==> src/rtl/load_store_unit.sv <==
// load_store_unit: single-outstanding req/ack data-memory stage; define LSU_MISALIGN_TRAP_EN to trap misaligned accesses instead of aligning them
module load_store_unit (
  input  logic        clk,
  input  logic        rst,
  input  logic        mem_rd_i,
  input  logic        mem_wr_i,
  input  logic [31:0] addr_i,
  input  logic [31:0] wdata_i,
  input  logic [1:0]  whb_i,
  input  logic        su_i,
  output logic        stall_o,
  output logic        done_o,
  output logic [31:0] rdata_o,
  output logic        misalign_o,
  output logic        dmem_req_o,
  output logic        dmem_we_o,
  output logic [31:0] dmem_addr_o,
  output logic [3:0]  dmem_be_o,
  output logic [31:0] dmem_wdata_o,
  input  logic        dmem_ack_i,
  input  logic [31:0] dmem_rdata_i
);
  typedef enum logic [1:0] {IDLE, REQ, RESP} state_e;
  state_e      state_q;
  logic        req_q, we_q, done_q, su_q;
  logic [1:0]  lo_q, whb_q;
  logic [3:0]  be_q, be_d;
  logic [31:0] addr_q, wdata_q, rdata_q, wdata_d, rdata_d;
  logic [7:0]  lb;
  logic [15:0] lh;
  logic        acc, is_b, is_h;
  assign acc = state_q == IDLE && (mem_rd_i || mem_wr_i);
  assign is_b = whb_i == 2'b00;
  assign is_h = whb_i == 2'b01;
  assign be_d = is_b ? 4'b0001 << addr_i[1:0] : is_h ? (addr_i[1] ? 4'b1100 : 4'b0011) : 4'b1111;
  assign wdata_d = is_b ? {4{wdata_i[7:0]}} : is_h ? {2{wdata_i[15:0]}} : wdata_i;
  assign lb = dmem_rdata_i[{lo_q, 3'b000} +: 8];
  assign lh = lo_q[1] ? dmem_rdata_i[31:16] : dmem_rdata_i[15:0];
  assign rdata_d = whb_q == 2'b00 ? {{24{su_q & lb[7]}}, lb} :
                   whb_q == 2'b01 ? {{16{su_q & lh[15]}}, lh} : dmem_rdata_i;
  assign stall_o = !rst && (state_q == REQ || acc);
  assign done_o = done_q;
  assign rdata_o = rdata_q;
  assign dmem_req_o = req_q;
  assign dmem_we_o = we_q;
  assign dmem_addr_o = addr_q;
  assign dmem_be_o = be_q;
  assign dmem_wdata_o = wdata_q;
`ifdef LSU_MISALIGN_TRAP_EN
  logic mis, mis_q;
  assign mis = is_h ? addr_i[0] : !is_b && addr_i[1:0] != 2'b00;
  assign misalign_o = mis_q;
`else
  assign misalign_o = 1'b0;
`endif
  // FSM with registered bus and result outputs; bus fields are latched once at accept
  always_ff @(posedge clk or posedge rst)
    if (rst) begin
      state_q <= IDLE;
      req_q <= 1'b0;
      we_q <= 1'b0;
      done_q <= 1'b0;
      su_q <= 1'b0;
      lo_q <= 2'b00;
      whb_q <= 2'b00;
      be_q <= 4'b0000;
      addr_q <= 32'h0;
      wdata_q <= 32'h0;
      rdata_q <= 32'h0;
`ifdef LSU_MISALIGN_TRAP_EN
      mis_q <= 1'b0;
`endif
    end else begin
      done_q <= 1'b0;
`ifdef LSU_MISALIGN_TRAP_EN
      mis_q <= 1'b0;
`endif
      case (state_q)
        IDLE: if (acc) begin
          we_q <= mem_wr_i;
          addr_q <= {addr_i[31:2], 2'b00};
          be_q <= be_d;
          wdata_q <= wdata_d;
          lo_q <= addr_i[1:0];
          whb_q <= whb_i;
          su_q <= su_i;
`ifdef LSU_MISALIGN_TRAP_EN
          if (mis) begin
            state_q <= RESP;
            done_q <= 1'b1;
            mis_q <= 1'b1;
          end else begin
            state_q <= REQ;
            req_q <= 1'b1;
          end
`else
          state_q <= REQ;
          req_q <= 1'b1;
`endif
        end
        REQ: if (dmem_ack_i) begin
          req_q <= 1'b0;
          done_q <= 1'b1;
          state_q <= RESP;
          if (!we_q) rdata_q <= rdata_d;
        end
        default: state_q <= IDLE;
      endcase
    end
endmodule
==> config.mk <==
export PLATFORM = sky130hd
export DESIGN_NAME = load_store_unit
export DESIGN_NICKNAME = d
export VERILOG_FILES = /design/src/rtl/load_store_unit.sv
export SDC_FILE = /design/constraint.sdc
export NUM_CORES = 1
export LEC_CHECK = 0
export CORE_MARGIN = 2
export CORE_UTILIZATION = 46
export CTS_CLUSTER_DIAMETER = 50
export CTS_CLUSTER_SIZE = 12
export DETAILED_ROUTE_END_ITERATION = 12
export MAX_ROUTING_LAYER = met4
export PLACE_DENSITY = 0.89
export SLEW_MARGIN = 20
export SYNTH_ARGS = -nofsm -noshare
export SYNTH_HDL_FRONTEND = slang
export SYNTH_SLANG_ARGS = --single-unit
==> constraint.sdc <==
create_clock -name clk -period 10.65 [get_ports clk]
set_input_delay 2.13 -clock clk [delete_from_list [all_inputs] [get_ports clk]]
set_output_delay 2.13 -clock clk [all_outputs]
set_load 0.005 [all_outputs]
==> metrics.yaml <==
placement:
  portBuffers: 205
  place_congestion: 0.899
  place_hpwl_um: 11000
layout:
  area_delta_synth_final_pct: 45.6
  diodes: 0
  fin_nets: 840
  drive_above_1_share_pct: 4.19
  fill_cells: 849
sta:
  setup_viol: 0
  final_hold_viol_count: 0
  rsz0062_at_grt: "false"
  worst_slew_pin_slew_ns: 0.974
  tns_ns: 0
  fin_crit_ns: 6.26
  finClkSkew_ns: 0.00974
  period_share_pct: 58.7
  fmax_ghz: 0.160
  drv_slew: 0
  slew_headroom_pct: 35.0
setup_path:
  r2r_slack_ns: 8.50
  critPathArrivalTime_ns: 4.13
  ff2ff_path_depth: 4
  r2r_start: "lo_q[1]"
  crit_fanout: 95
  critPathLaunchType: "primary input"
  crit_type: "in -> out"
  required_ns: 8.52
  crit_path_end_kind: "output port"
  startpoint: "mem_wr_i"
  timing.rr.end: "rdata_o[19]"
  endpoint: "stall_o"
power_and_ir_drop:
  swShare_pct: 36.2
  comb_power_share_pct: 46.9
  powerDensity_nw_per_um2: 272
  clockPowerShare_pct: 13.8
  power_mw: 1.98
  p_sw_uw: 719
  internal_power_mw: 1.27
  leakage_nw: 3.24
  seq_power_share_pct: 39.2
  ir_worst_vdd_mv: 0.158
drt:
  drcViolationCount: 0
  drt_wl_total_um: 15300
  routed_via_density: 5.40
  dr.first_iter.drc_count: 315
  ant_nets: 0
  first_pass_iters: 5
  avgRoutedWirePerCell_um: 17.4
  dr_total_vias: 4750
clocking:
  numCtsBuffers: 9
  clk_path_buf_depth: 2
  cts_tree: "done"
  cts_hold_buffers: 0
  cts_resized: 0
  cts_root_buf: "clkbuf_8"
  htree_levels: 3
  cts_sinks: 108
  path_clk_slew_ns: 0.10
  post_cts_buffers: 0
  clk_latency_ns: 0.36
floorplanning:
  core_region_area_um2: 10700
  num_rows: 38
  ios: 209
  die_x_um: 108
  dieHeight_um: 108
  start_util_pct: 46.6
  fp.dieArea_um2: 11700
global_routing:
  grt_pass1_vias: 4742
  grt_max_degree: 96
  antenna_found_initial: 0
  grt_usage_pct: 27.0
  overflow: 0
  grt_pass1_wl_um: 23600
synthesis:
  synthFlopType: "dfrtp_1"
  yosysMostFrequentCell: "nand2_1"
  ys_warn_count: 0
  synth_area_um2: 5010
  synth_common_cells: "nand2_1 (179), dfrtp_1 (108), nor2_1 (49)"
  yosysTopAreaCellShare_pct: 53.9
  seq_area_frac_synth_pct: 53.9
  yosys.area.top_type: "dfrtp_1"
  ys_top_cells_by_area: "dfrtp_1 (54%), nand2_1 (13%), mux2i_1 (6.2%)"
  yosys_register_bits: 108
  synthArstFlopShare_pct: 100
  synth_edf_count: 0
  yosys.cell_types.count: 36
  synthCells: 555
  syn_area_per_cell_um2: 9.03
min_path:
  min_path_type: "reg -> reg"
outcome:
  status: "finished clean"
job:
  maxCapViolCount: 0
## sequential cells by signal, indices dropped and copies added, names as in the netlist
register	count
dmem_addr_o	30
dmem_be_o	4
dmem_req_o	1
dmem_wdata_o	32
dmem_we_o	1
done_o	1
lo_q	2
rdata_o	32
state_q	2
su_q	1
whb_q	2
## critical path: stages
cell and delay [ns]:
clkdlybuf4s50_1 0.48, o21ai_4 0.16, buf_4 0.66, a21oi_1 0.19, clkdlybuf4s50_1 0.49
## power groups by stage
stage | clock network, mW | registers, mW | logic [mW]
after floorplan | 0 | 0.739 | 0.445
after CTS | 0.279 | 0.777 | 0.942
after detailed placement | 0 | 0.783 | 0.936
final | 0.275 | 0.779 | 0.931
after global placement | 0 | 0.770 | 0.904
after global routing | 0.296 | 0.806 | 1.02
## worst min-delay path by stage
| stage | slack, ns | cells after the start | to | start |
|---|---|---|---|---|
| after global placement | 0.46 | 2 | dmem_wdata_o[7] | dmem_wdata_o[7] |
| after CTS | 0.48 | 2 | dmem_addr_o[12] | dmem_addr_o[12] |
| after detailed placement | 0.46 | 2 | dmem_addr_o[12] | dmem_addr_o[12] |
| after global routing | 0.51 | 2 | dmem_addr_o[21] | dmem_addr_o[21] |
| after floorplan | 0.47 | 2 | dmem_addr_o[10] | dmem_addr_o[10] |
| final | 0.48 | 2 | dmem_wdata_o[7] | dmem_wdata_o[7] |
## cell families (layout without fill, tap and decap cells)
logic type             after synthesis  count (layout)  share of synthesized area [%]
flip-flops                         108             108                           53.9
other                                1               3                         0.0748
AO/OA/AOI/OAI                      114             114                           13.9
buffers and inverters               47             230                           4.67
AND/OR/NAND/NOR                    250             250                           20.1
multiplexers                        35              35                           7.31
## placed cells by master, fill, tap and decap left out, types with 2 or more instances in the layout
| cell | synthesis | routed |
|---|---|---|
| o21ai_1 | 3 | 2 |
| nand2b_1 | 4 | 4 |
| mux2i_1 | 31 | 31 |
| dfrtp_1 | 108 | 107 |
| o21ai_0 | 36 | 36 |
| buf_4 | 3 | 4 |
| clkbuf_8 | 0 | 10 |
| mux2_2 | 3 | 3 |
| a22o_1 | 9 | 9 |
| inv_1 | 5 | 4 |
| or4_1 | 3 | 3 |
| conb_1 | 1 | 3 |
| o221ai_1 | 3 | 3 |
| nand3_1 | 4 | 4 |
| nor2_1 | 49 | 49 |
| bufinv_16 | 0 | 2 |
| nor2b_1 | 2 | 2 |
| o211ai_1 | 3 | 3 |
| clkdlybuf4s50_1 | 0 | 205 |
| or4b_1 | 3 | 3 |
| a221oi_1 | 12 | 12 |
| nor2_2 | 2 | 2 |
| a21oi_1 | 40 | 40 |
| nand2_1 | 179 | 179 |
| a31oi_1 | 4 | 4 |
## metal layers
| metal | part of all wire (%) | vias up | GRT usage [%] |
|---|---|---|---|
| met5 | 0 | - | - |
| met4 | 2.1 | 0 | 10.4 |
| met3 | 9.9 | 27 | 6.75 |
| met2 | 50 | 250 | 46.0 |
| met1 | 38 | 2261 | 30.7 |
| li1 | - | 2212 | - |
## per-stage QoR
step | util (%) | setup slack (ns) | cell area (µm²) | hold slack, ns | cells
floorplan | - | 5.67 | 5020 | 0.470 | 557
global placement | 65.9 | 4.46 | 7080 | 0.459 | 865
detailed placement | 65.9 | 4.35 | 7080 | 0.461 | 865
CTS | 67.9 | 4.35 | 7300 | 0.485 | 880
global route | 67.9 | 4.22 | 7300 | 0.510 | 880
finish | 67.9 | 4.39 | 7300 | 0.479 | 880
## layout make-up
cell class | instances | area, µm² | area share, %
multi-input cells | 402 | 2100 | 28.7
inverters | 6 | 25.0 | 0.343
well taps | 140 | 175 | 2.40
clock inverters | 4 | 73.8 | 1.01
repair buffers | 209 | 2080 | 28.5
flip-flops and latches | 108 | 2700 | 37.1
clock buffers | 11 | 141 | 1.94
(Power assumes the default switching activity.)
